**config.mk**
```make
export PLATFORM = sky130hd
export DESIGN_NAME = exp_1_alarm_ctrl
export DESIGN_NICKNAME = d
export VERILOG_FILES = /design/src/rtl/exp_1_alarm_ctrl_pkg.sv /design/src/rtl/exp_1_alarm_ctrl_sync2.sv /design/src/rtl/exp_1_alarm_ctrl.sv
export SDC_FILE = /design/constraint.sdc
export NUM_CORES = 1
export LEC_CHECK = 0
export BUFFER_PORTS_ARGS = -buffer_cell sky130_fd_sc_hd__buf_4
export CORE_ASPECT_RATIO = 1.1
export CORE_MARGIN = 4
export CORE_UTILIZATION = 57
export DETAILED_ROUTE_END_ITERATION = 8
export GPL_ROUTABILITY_DRIVEN = 1
export GPL_TIMING_DRIVEN = 0
export PLACE_DENSITY = 0.78
export RECOVER_POWER = 50
export SYNTH_ARGS = -nofsm -noshare
export SYNTH_HDL_FRONTEND = slang
export SYNTH_HIERARCHICAL = 1
export SYNTH_SLANG_ARGS = --single-unit
```
**constraint.sdc**
```tcl
create_clock -name clk -period 2.21 [get_ports clk]
set_input_delay 0.5525 -clock clk [delete_from_list [all_inputs] [get_ports clk]]
set_output_delay 0.5525 -clock clk [all_outputs]
set_load 0.005 [all_outputs]
```
**src/rtl/exp_1_alarm_ctrl_pkg.sv**
```systemverilog
// Shared types and default constants for the exp_1 alarm controller.
// State encoding is fixed so state_o can be decoded directly in debug views.
package exp_1_alarm_pkg;

    typedef enum logic [1:0] {
        ST_IDLE     = 2'd0,
        ST_QUAL     = 2'd1,
        ST_ALARM    = 2'd2,
        ST_COOLDOWN = 2'd3
    } state_e;

    localparam int unsigned DEF_QUAL_CYCLES = 4;
    localparam int unsigned DEF_HOLD_CYCLES = 8;
    localparam int unsigned DEF_CNT_W       = 8;

    // Width of the qualification and hold counters (covers 1..255 cycles).
    localparam int unsigned CYC_CNT_W       = 8;

endpackage

```
**src/rtl/exp_1_alarm_ctrl_sync2.sv**
```systemverilog
// Generic two-flop synchroniser, asynchronous active-high reset to 0.
module sync2 #(
    parameter int unsigned W = 1
) (
    input  logic         clk,
    input  logic         rst,
    input  logic [W-1:0] d_i,
    output logic [W-1:0] q_o
);

    logic [W-1:0] meta_q;
    logic [W-1:0] sync_q;

    always_ff @(posedge clk or posedge rst) begin
        if (rst) begin
            meta_q <= '0;
            sync_q <= '0;
        end else begin
            meta_q <= d_i;
            sync_q <= meta_q;
        end
    end

    assign q_o = sync_q;

endmodule

```
**src/rtl/exp_1_alarm_ctrl.sv**
```systemverilog
// Alarm controller for the exp_1 detector: synchronise, qualify, latch, cooldown, count.
// Optional macro ALARM_AUTOCLR_EN: in ALARM, HOLD_CYCLES consecutive low samples clear the alarm.
module exp_1_alarm_ctrl
    import exp_1_alarm_pkg::*;
#(
    parameter int unsigned QUAL_CYCLES = DEF_QUAL_CYCLES,
    parameter int unsigned HOLD_CYCLES = DEF_HOLD_CYCLES,
    parameter int unsigned CNT_W       = DEF_CNT_W
) (
    input  logic             clk,
    input  logic             rst,
    input  logic             func_in,
    input  logic             ack,
    input  logic             cnt_clr,
    output logic             alarm,
    output logic             alarm_pulse,
    output logic [CNT_W-1:0] event_count,
    output logic [1:0]       state_o
);

    localparam logic [CYC_CNT_W-1:0] QUAL_LAST = CYC_CNT_W'(QUAL_CYCLES - 1);
    localparam logic [CYC_CNT_W-1:0] HOLD_LAST = CYC_CNT_W'(HOLD_CYCLES - 1);
    localparam logic [CYC_CNT_W-1:0] CYC_ONE   = CYC_CNT_W'(1);

    logic func_s;

    state_e               state_q, state_d;
    logic [CYC_CNT_W-1:0] qual_cnt_q, qual_cnt_d;
    logic [CYC_CNT_W-1:0] hold_cnt_q, hold_cnt_d;
    logic [CNT_W-1:0]     event_count_q, event_count_d;
    logic                 alarm_q, alarm_pulse_q;
    logic                 alarm_entry;

    sync2 #(.W(1)) u_sync (
        .clk (clk),
        .rst (rst),
        .d_i (func_in),
        .q_o (func_s)
    );

    always_ff @(posedge clk or posedge rst) begin
        if (rst) begin
            state_q       <= ST_IDLE;
            qual_cnt_q    <= '0;
            hold_cnt_q    <= '0;
            event_count_q <= '0;
            alarm_q       <= 1'b0;
            alarm_pulse_q <= 1'b0;
        end else begin
            state_q       <= state_d;
            qual_cnt_q    <= qual_cnt_d;
            hold_cnt_q    <= hold_cnt_d;
            event_count_q <= event_count_d;
            alarm_q       <= (state_d == ST_ALARM);
            alarm_pulse_q <= alarm_entry;
        end
    end

    always_comb begin
        state_d    = state_q;
        qual_cnt_d = qual_cnt_q;
        hold_cnt_d = hold_cnt_q;
        case (state_q)
            ST_IDLE: begin
                qual_cnt_d = '0;
                hold_cnt_d = '0;
                if (func_s) begin
                    qual_cnt_d = CYC_ONE;
                    state_d    = (QUAL_CYCLES == 1) ? ST_ALARM : ST_QUAL;
                end
            end
            ST_QUAL: begin
                if (!func_s) begin
                    state_d    = ST_IDLE;
                    qual_cnt_d = '0;
                end else if (qual_cnt_q == QUAL_LAST) begin
                    state_d    = ST_ALARM;
                    qual_cnt_d = '0;
                end else begin
                    qual_cnt_d = qual_cnt_q + CYC_ONE;
                end
            end
            ST_ALARM: begin
                // ack wins over auto-clear; hold_cnt is shared with COOLDOWN.
                if (ack) begin
                    state_d    = ST_COOLDOWN;
                    hold_cnt_d = '0;
                end
`ifdef ALARM_AUTOCLR_EN
                else if (func_s) begin
                    hold_cnt_d = '0;
                end else if (hold_cnt_q == HOLD_LAST) begin
                    state_d    = ST_IDLE;
                    hold_cnt_d = '0;
                end else begin
                    hold_cnt_d = hold_cnt_q + CYC_ONE;
                end
`else
                else begin
                    hold_cnt_d = '0;
                end
`endif
            end
            ST_COOLDOWN: begin
                if (func_s) begin
                    hold_cnt_d = '0;
                end else if (hold_cnt_q == HOLD_LAST) begin
                    state_d    = ST_IDLE;
                    hold_cnt_d = '0;
                end else begin
                    hold_cnt_d = hold_cnt_q + CYC_ONE;
                end
            end
            default: begin
                state_d    = ST_IDLE;
                qual_cnt_d = '0;
                hold_cnt_d = '0;
            end
        endcase
    end

    assign alarm_entry = (state_d == ST_ALARM) && (state_q != ST_ALARM);

    // A clear coincident with an entry keeps that entry as the first new event.
    always_comb begin
        event_count_d = event_count_q;
        if (cnt_clr) begin
            event_count_d = alarm_entry ? CNT_W'(1) : '0;
        end else if (alarm_entry && (event_count_q != '1)) begin
            event_count_d = event_count_q + CNT_W'(1);
        end
    end

    assign alarm       = alarm_q;
    assign alarm_pulse = alarm_pulse_q;
    assign event_count = event_count_q;
    assign state_o     = state_q;

endmodule

```
==> results summary <==
The run finished with clean final reports. The register-to-register setup slack is 260 ps. Summed over all failing endpoints, the final setup total negative slack is 0 ps. The half-perimeter wire length after detailed placement is 2310 um. The count of boundary I/O pins is 17.

The TritonCTS clock tree is yes. The clock latency on the worst-skew pair came out at 340 ps. The count of placed standard cells in the final layout, fillers left out came out at 207. The worst setup path is launched from a flop. The wire length of the first global-routing pass is 5730 um.

Of the cells placed in the final design, the portion with a size suffix greater than 1 is 23.3%. The final hold violation count is 0. Entering global routing, the biggest net connects 29 pins. The area growth from synthesis to final layout came out at 12.9%. The min-delay analysis places its worst path in the category in2async. Total power for the finished layout comes to 941 uW. The headroom to the max-slew limit came out at between 20 and 30%.

The part of the cycle the worst path needs is between 80% and 90%. The final clock skew came out at 6.43 ps. The longest individual stage delay on the worst path is 420 ps. The clock drives 30 sinks. The number of failing setup endpoints in the final timing report came out at 0.

The number of distinct library cell variants in the gate-level netlist after synthesis is 48. The synthesized design contains 0 enable-type register cells. The synthesized net count came out at 162. The antenna diode instance count is 0. The number of cell rows came out at 19.

The global-route usage over all layers came out at 20.3%. The filler cells instantiated in the layout total 223. The number of warnings reported in the yosys synthesis log came out at 6.

The area of the mapped netlist came out at 1590 um^2. The chip width came out at between 50 and 60 um. The sum of routed wire length over all layers is roughly 3300 um. The final number of max-transition violations came out at 0.

The pin slew with the least headroom to its limit is 1060 ps. The floorplan step defined a die boundary enclosing 3700 um^2. The worst setup path is of the reg2reg kind. The die height came out at 63.4 um. Power spread over the standard cell area amounts to 524 nW/um^2. Among all stages on the critical path, the largest delay is contributed by dfrtp_1.

Dividing the detail-routed wire length by the instance count gives 15.9 um. On the critical path the largest part of the delay comes from simple AND/OR/NAND/NOR gates. The net total in the final layout came out at 184. Of all flip-flops after synthesis, the portion carrying an async set or reset was 100%. The achievable clock frequency came out at 0.513 GHz. The highest net fanout along the worst path is 8.

The number of port buffers came out at 15. A synthesized cell averages 10.3 um^2. For this run, design rule violations remaining after detail routing come to 0.

The number of antenna violations at the first check in global routing is 0. The post-place setup slack came out at 237 ps. The number of flip-flops and latches in the synthesized netlist is 30. The total vias in the final route came out at 1,305.

The root buffer cell chosen for the clock tree is clkbuf_4. The CTS buffer count came out at 5. The initial standard-cell utilization of the core is about three fifths. Once detail routing completed, the nets flagged for antenna violations numbered 0. The most used flip-flop cell after synthesis is dfrtp_1. The required time reported for the critical path endpoint came out at 2440 ps. The hold buffer count at CTS is 0. Dividing the detail-routed via count by the number of cells gives 6.30. The reported max-cap violation count is 0. In this run, the number of DRC markers left after iteration 0 of detailed routing was 64.

The final worst slack came out at 259 ps. The number of global-route vias before repair is 1,330. STA classifies the critical path endpoint as a flop. The number of standard cells after synthesis came out at around 150. The maximum count of clock buffers along a single path came out at 2.

The worst endpoint data arrival time came out at ~2200 ps. The area of the multi-input gates came out at around 770 um^2. For this design the static power due to leakage is between 0.0008 and 0.0009 uW. Across all hold checks on the routed design, the worst slack comes to around 61 ps.

The shortest period the worst path allows came out at 1950 ps. The number of buffers and inverters on the critical path is 0. The worst-case IR drop observed on VDD is 0.000502 V. The H-tree depth came out at 2. After detailed placement, the design holds a cell count of 200. The footprint of the flip-flops and latches is ~750 um^2. The number of iterations in the first detailed-routing pass came out at 4. The final estimated routing congestion in global placement came out at 0.842. After global routing the overflow that remains totals 0. The clock-pin slew on the worst setup and hold paths is 90 ps. In this run the standard cell core region covers 2590 um^2. The register area share after synthesis is between 40% and 50%.

Traced cell by cell, the critical path runs through ha_1 > nor3b_4 > nand4_4 > nor4_1 > mux2_2.
registers in the layout, summed over array words and instances (netlist names):
signal and count:
alarm 1, alarm_pulse 1, event_count 8, hold_cnt_q 8
qual_cnt_q 8, state_o 2, u_sync/meta_q 1, u_sync/q_o 1
cells in the mapped netlist (all sizes together), types with 2 or more instances:
cell,number,share of area [%]
a21oi,13,4.1
a22o,6,3.4
a31oi,2,0.79
and4,2,1.3
buf,2,1.2
clkbuf,5,2.0
dfrtp,30,47
ha,3,2.4
inv,7,1.7
mux2,2,1.4
nand2,10,2.4
nand2b,3,1.2
nand3,8,2.5
nand3b,2,0.94
nand4,4,2.5
nor2,7,1.7
nor2b,3,1.2
nor3,3,0.94
nor3b,2,1.3
nor4,4,2.5
o211ai,3,1.4
o21ai,4,1.3
o31ai,3,1.4
o41ai,3,1.7
or2,2,0.79
or3,2,0.94
or4,3,1.4
xnor2,3,1.7
power by group:
| group | internal (uW) | switching (uW) | leakage [uW] |
|---|---|---|---|
| Clock | 114 | 189 | 0.0000308 |
| Combinational | 27.8 | 43.2 | 0.000363 |
| Sequential | 557 | 10.3 | 0.000410 |
| Total | 699 | 242 | 0.000803 |
what timing repair did:
item	CTS	global route
resized for setup	0	1
setup buffers	0	0
endpoints found under the setup margin	0	1
cells in the final DEF (no fill, tap or decap), drive strengths merged, types with 4 or more instances in the layout:
cell / n
buf: 13
a22o: 6
clkbuf: 14
nand3: 8
nor4: 4
dfrtp: 30
nand2: 10
nor2: 7
a21oi: 13
o21ai: 4
inv: 7
nand4: 4
logic make-up after synthesis:
group                      share of synthesized area [%]
and+or+nand+nor                                     24.1
AOI/OAI and AO/OA                                   17.3
DFF                                                 47.2
buffers and inverters                               4.80
xor gates and xnor gates                            2.20
muxes                                               2.04
adders and majority gates                           2.36
worst reg2reg max path, cell delays in order, from the launching register on:
cell and delay [ps]:
dfrtp_1 420, ha_1 260, nor3b_4 280, nand4_4 190
nor4_1 310, mux2_2 380
per-stage QoR:
| step | utilization, % | area [um^2] |
|---|---|---|
| 3_5_place_dp | 67.3 | 1740 |
| 3_3_place_gp | 67.3 | 1740 |
| 5_1_grt | 69.3 | 1800 |
| 2_1_floorplan | - | 1590 |
| 4_1_cts | 69.1 | 1790 |
| 6_report | 69.3 | 1800 |
layout make-up:
class                      count  share of cell area (%)
clock buffer                   5                    2.09
tap                           31                    2.16
timing repair buffer          15                    6.27
sequential                    30                    41.8
inverter                       7                    1.46
buffer                         7                    2.79
clock inverter                 2                   0.557
multi-input combinational    110                    42.9
final timing paths:
kind,start,to,cells past startpoint
max,qual_cnt_q[0]$_DFFE_PP0P_,event_count[5]$_DFFE_PP0P_,5
min,rst,u_sync/q_o$_DFF_PP0_,2
max reg2reg,qual_cnt_q[0]$_DFFE_PP0P_,event_count[5]$_DFFE_PP0P_,5
min reg2reg,u_sync/meta_q$_DFF_PP0_,u_sync/q_o$_DFF_PP0_,0
max in group asynchronous,rst,qual_cnt_q[5]$_DFFE_PP0P_,2
min in group clk,func_in,u_sync/meta_q$_DFF_PP0_,1
routing by layer:
| metal | track usage [%] | part of all wire, % | vias up |
|---|---|---|---|
| met5 | 0 | 0 | - |
| li1 | - | - | 624 |
| met3 | 5.51 | 5.1 | 8 |
| met4 | 12.8 | 2.3 | 0 |
| met1 | 24.2 | 44 | 635 |
| met2 | 31.6 | 48 | 38 |
(Power assumes the default switching activity.)
